## src/rtl/sum_block_accumulator.sv

```systemverilog
// Block accumulator fed by the registered 32-bit adder result.
// Sums a programmable number of samples into a wide accumulator, tracks
// carry-out as a sticky per-block overflow flag, and presents the block total
// over a valid/ready handshake. Samples arriving while no block is open are
// counted (saturating) in drop_cnt.
module sum_block_accumulator #(
    parameter int unsigned DATA_W = 32,
    parameter int unsigned ACC_W  = 40,
    parameter int unsigned CNT_W  = 8
) (
    input  logic              clk,
    input  logic              reset,
    input  logic              start,
    input  logic [CNT_W-1:0]  block_len,
    input  logic              in_valid,
    input  logic [DATA_W-1:0] in_sum,
    output logic              busy,
    output logic              out_valid,
    input  logic              out_ready,
    output logic [ACC_W-1:0]  out_acc,
    output logic [CNT_W-1:0]  out_count,
    output logic              overflow,
    output logic [CNT_W-1:0]  drop_cnt
);

    localparam int unsigned SUM_W = ACC_W + 1;

    typedef enum logic [1:0] {
        S_IDLE  = 2'd0,
        S_ACCUM = 2'd1,
        S_DONE  = 2'd2
    } state_t;

    state_t             state_q;
    state_t             state_d;

    logic [ACC_W-1:0]   acc_q;
    logic [ACC_W-1:0]   acc_d;
    logic [CNT_W-1:0]   count_q;
    logic [CNT_W-1:0]   count_d;
    logic [CNT_W-1:0]   len_q;
    logic [CNT_W-1:0]   len_d;
    logic [ACC_W-1:0]   out_acc_d;
    logic [CNT_W-1:0]   out_count_d;
    logic               overflow_d;
    logic [CNT_W-1:0]   drop_cnt_d;
    logic               busy_d;
    logic               out_valid_d;

    logic [SUM_W-1:0]   sum_w;
    logic [CNT_W-1:0]   count_inc;
    logic               drop_sat;
    logic               start_ok;

    // Datapath helpers: carry-extended add, next count, drop saturation.
    always_comb begin
        sum_w     = {1'b0, acc_q} + SUM_W'(in_sum);
        count_inc = count_q + CNT_W'(1);
        drop_sat  = &drop_cnt_q_view();
        start_ok  = start && (block_len != '0);
    end

    function automatic logic [CNT_W-1:0] drop_cnt_q_view();
        return drop_cnt;
    endfunction

    // Next-state and next-register values for FSM and datapath.
    always_comb begin
        state_d     = state_q;
        acc_d       = acc_q;
        count_d     = count_q;
        len_d       = len_q;
        out_acc_d   = out_acc;
        out_count_d = out_count;
        overflow_d  = overflow;
        drop_cnt_d  = drop_cnt;

        unique case (state_q)
            S_IDLE: begin
                // A sample coincident with an accepted start is still a drop.
                if (in_valid && !drop_sat) begin
                    drop_cnt_d = drop_cnt + CNT_W'(1);
                end
                if (start_ok) begin
                    len_d      = block_len;
                    acc_d      = '0;
                    count_d    = '0;
                    overflow_d = 1'b0;
                    state_d    = S_ACCUM;
                end
            end
            S_ACCUM: begin
                if (in_valid) begin
                    acc_d   = sum_w[ACC_W-1:0];
                    count_d = count_inc;
                    if (sum_w[ACC_W]) begin
                        overflow_d = 1'b1;
                    end
                    if (count_inc == len_q) begin
                        out_acc_d   = sum_w[ACC_W-1:0];
                        out_count_d = count_inc;
                        state_d     = S_DONE;
                    end
                end
            end
            S_DONE: begin
                if (in_valid && !drop_sat) begin
                    drop_cnt_d = drop_cnt + CNT_W'(1);
                end
                // out_valid is high throughout DONE, so ready alone completes it.
                if (out_ready) begin
                    state_d = S_IDLE;
                end
            end
            default: begin
                state_d = S_IDLE;
            end
        endcase

        busy_d      = (state_d != S_IDLE);
        out_valid_d = (state_d == S_DONE);
    end

    // State and registered outputs; async active-low clear.
    always_ff @(posedge clk or negedge reset) begin
        if (!reset) begin
            state_q   <= S_IDLE;
            acc_q     <= '0;
            count_q   <= '0;
            len_q     <= '0;
            out_acc   <= '0;
            out_count <= '0;
            overflow  <= 1'b0;
            drop_cnt  <= '0;
            busy      <= 1'b0;
            out_valid <= 1'b0;
        end else begin
            state_q   <= state_d;
            acc_q     <= acc_d;
            count_q   <= count_d;
            len_q     <= len_d;
            out_acc   <= out_acc_d;
            out_count <= out_count_d;
            overflow  <= overflow_d;
            drop_cnt  <= drop_cnt_d;
            busy      <= busy_d;
            out_valid <= out_valid_d;
        end
    end

endmodule

```

## config.mk

```make
export PLATFORM = sky130hd
export DESIGN_NAME = sum_block_accumulator
export DESIGN_NICKNAME = d
export VERILOG_FILES = /design/src/rtl/sum_block_accumulator.sv
export SDC_FILE = /design/constraint.sdc
export NUM_CORES = 1
export LEC_CHECK = 0
export CAP_MARGIN = 10
export CORE_MARGIN = 8
export CORE_UTILIZATION = 45
export CTS_CLUSTER_SIZE = 14
export DETAILED_ROUTE_END_ITERATION = 10
export DONT_BUFFER_PORTS = 1
export PLACE_DENSITY_LB_ADDON = 0.25
export SYNTH_ARGS = -nofsm -noshare
export SYNTH_HDL_FRONTEND = slang
export SYNTH_SLANG_ARGS = --single-unit
```

## constraint.sdc

```tcl
create_clock -name clk -period 3.2 [get_ports clk]
set_clock_uncertainty 0.05 [all_clocks]
set_input_delay 0.64 -clock clk [delete_from_list [all_inputs] [get_ports clk]]
set_output_delay 0.64 -clock clk [all_outputs]
set_load 0.1 [all_outputs]
```

==> metrics <==
outcome complete, but fails checks; failing checks hold timing; Initial DRT Pass Iterations 5; Nets 722; global-route wire length before repair 25400 µm; worst path arrival time 3210 ps; DRT Wirelength 15300 µm; post-CTS resize count 0; met3 wire len 1360 µm; TritonCTS clock tree done; clock transition at the registers of the reported paths 60 ps; IO Port Bufs 0; average size of a mapped cell 10.3 µm²; Initial Utilization 46.1%; worst-path maximum fanout 8; core box area 13900 µm²; post-CTS setup buffer count 0; Setup violations, final 0; vias per cell 5.75; YS warnings 0; Synth top cells by count dfrtp_1 (117), nand2_1 (69), o21ai_0 (44); min-delay worst type in -> async; antenna violations before repair 0; Ant. Diodes 0; vias in the first global route 4980; share of the synthesized area in the top cell type 45.6%; Final Non-Filler Cells 835; Mapped Cells 623; Placer Congestion 0.889; vias post-DR 4804; grt ovf 0; Pins Over Slew Limit 0; Num Clock Sinks 117; DRT met1 WL 6740 µm; Yosys reg bits 117; setup total negative slack 0 ps; Num CTS Buffers 17; largest net degree at the start of global routing 118; syn nets 703; width of the chip 135 µm; Worst Setup Path Type reg -> reg; Synth-to-Final Area Change 14.8%; Peak VDD IR 0.688 mV; post-route antenna net violation count 0; actual slew at the worst max-slew pin 947 ps; die height 135 µm; root buffer cell clkbuf_16; H-tree levels 4; metal2 WL 6940 µm; Mapped Area 6420 µm²; ys flop type dfrtp_1; Max Used Layer met4; Final HPWL DP 11000 µm; post-synthesis async set-or-reset flop share 100%; endpoints failing hold 117; post-synthesis sequential area ratio 45.6%; number of synthesized flops with an enable pin 0; hold_ws -135 ps; die area 18300 µm²; Cell variety after synth 55; Tot GR Track Use 17.4%; Ports 104; Synth area leader dfrtp_1; top post-synthesis cells by area dfrtp_1 (46%), mux2_2 (6.8%), ha_1 (6.6%), xnor2_1 (4.6%), nand2_1 (4.0%); # DRC 0; drt initial violations 326; type of origin of the critical path flip-flop; Critical Path RT 3450 ps; RSZ-0062 raised after global routing false; WL per Instance 18.3 µm; Period minus WS final 2960 ps; dpl cells 803; Max Fclk 337 MHz; CP Capture Type flip-flop; Row Count 43; fin crit share 92.6%; leakage power total 3.47 nW; latest clock arrival within the worst-skew pair 420 ps; Power Density 1190 nW/µm²; clk buf depth 2; MaxCap Viol Count 0; Slew Limit Headroom 36.9%; share of layout cells above drive strength 1 16.3%; top-count cell post-synth dfrtp_1
-- worst max-delay path, stage by stage (launching register included) --
cell and delay [ps]:
dfrtp_1 360, ha_1 210, inv_1 70, fa_1 380, o21bai_1 210, a221o_1 200
a21oi_1 80, buf_4 150, a31oi_1 190, o21ai_1 150, buf_4 160, o21ai_2 330
a21oi_1 120, a2bb2oi_1 160
-- power breakdown --
part	switching, mW	internal [mW]
clock network	0.686	1.34
logic	1.79	1.38
registers	1.67	1.95
-- cell usage in the layout (no fill, tap or decap), types with 3 or more instances in the layout --
cell / Yosys / routed
nand2_1: 69 / 69
o21ai_0: 44 / 44
nor2_1: 28 / 27
nor4_1: 3 / 3
a211o_1: 3 / 3
a21o_1: 10 / 10
dfrtp_1: 117 / 117
a41oi_1: 4 / 4
o21bai_1: 7 / 7
clkinv_2: 0 / 3
xnor2_1: 34 / 34
clkinvlp_4: 0 / 3
a31oi_1: 7 / 7
o31ai_1: 4 / 4
buf_4: 0 / 26
inv_1: 14 / 14
o211ai_1: 4 / 4
mux2_2: 39 / 39
or3_1: 5 / 5
a22o_1: 29 / 29
or4_1: 3 / 3
o21ai_1: 3 / 3
nand4_1: 6 / 6
o21a_1: 3 / 3
clkbuf_16: 0 / 17
a21oi_1: 41 / 41
and3_1: 11 / 11
ha_1: 34 / 34
xor2_1: 21 / 21
and4_1: 3 / 3
nand3_1: 17 / 17
bufinv_16: 0 / 4
-- final timing paths --
path                                       startpoint                      end  slack (ps)  cells past startpoint
worst max-delay path             acc_q[0]$_DFFE_PN0P_    acc_q[36]$_DFFE_PN0P_         240                     13
worst min-delay path                            reset  out_acc[16]$_DFFE_PN0P_        -140                      0
worst max register to register   acc_q[0]$_DFFE_PN0P_    acc_q[36]$_DFFE_PN0P_         240                     13
worst min register to register  acc_q[21]$_DFFE_PN0P_    acc_q[21]$_DFFE_PN0P_         450                      2
max in group asynchronous                       reset     acc_q[2]$_DFFE_PN0P_        3040                      0
min in group clk                         block_len[4]     len_q[4]$_DFFE_PN0P_         320                      1
-- area by class of cell --
class                           instances  area (µm²)
Clock inverter                         12         175
Clock buffer                           20         457
Multi-Input combinational cell        466        3340
Fill cell                            1247        6560
Sequential cell                       117        2930
Timing Repair Buffer                   26         195
Tap cell                              180         225
Inverter                               14        52.6
-- sequential cells by signal, summed over array words and instances, names as in the netlist --
register	count
acc_q	40
out_acc	40
count_q	8
drop_cnt	8
len_q	8
out_count	8
state_q	2
busy	1
out_valid	1
overflow	1
-- kinds of logic after synthesis --
| logic type | share of synthesized area, % |
|---|---|
| AO/OA/AOI/OAI | 18.1 |
| buffers and inverters | 2.47 |
| flip-flops | 45.6 |
| multiplexers | 7.15 |
| XOR/XNOR | 7.87 |
| adder cells (fa/ha/maj) | 6.94 |
| AND/OR/NAND/NOR | 11.9 |
-- routing by layer --
layer  track usage [%]  vias to the layer above
li1                  -                     2310
met1              21.8                     2331
met2              26.5                      143
met3              6.86                       20
met4              6.79                        0
met5                 0                        -
-- per-stage QoR --
stage               worst slack [ps]  util, %  cell area (µm²)  power, mW  hold WS [ps]
finish                           236     52.9             7370       8.81          -135
global route                    20.6     52.9             7370       9.35          -156
CTS                              241     52.9             7370       8.86          -154
detailed placement             -10.6     48.4             6740       6.79           298
global placement                71.2     48.4             6740       6.71           300
floorplan                        164        -             6420       6.01           294
Note: power is estimated with default switching activity, not from simulation.
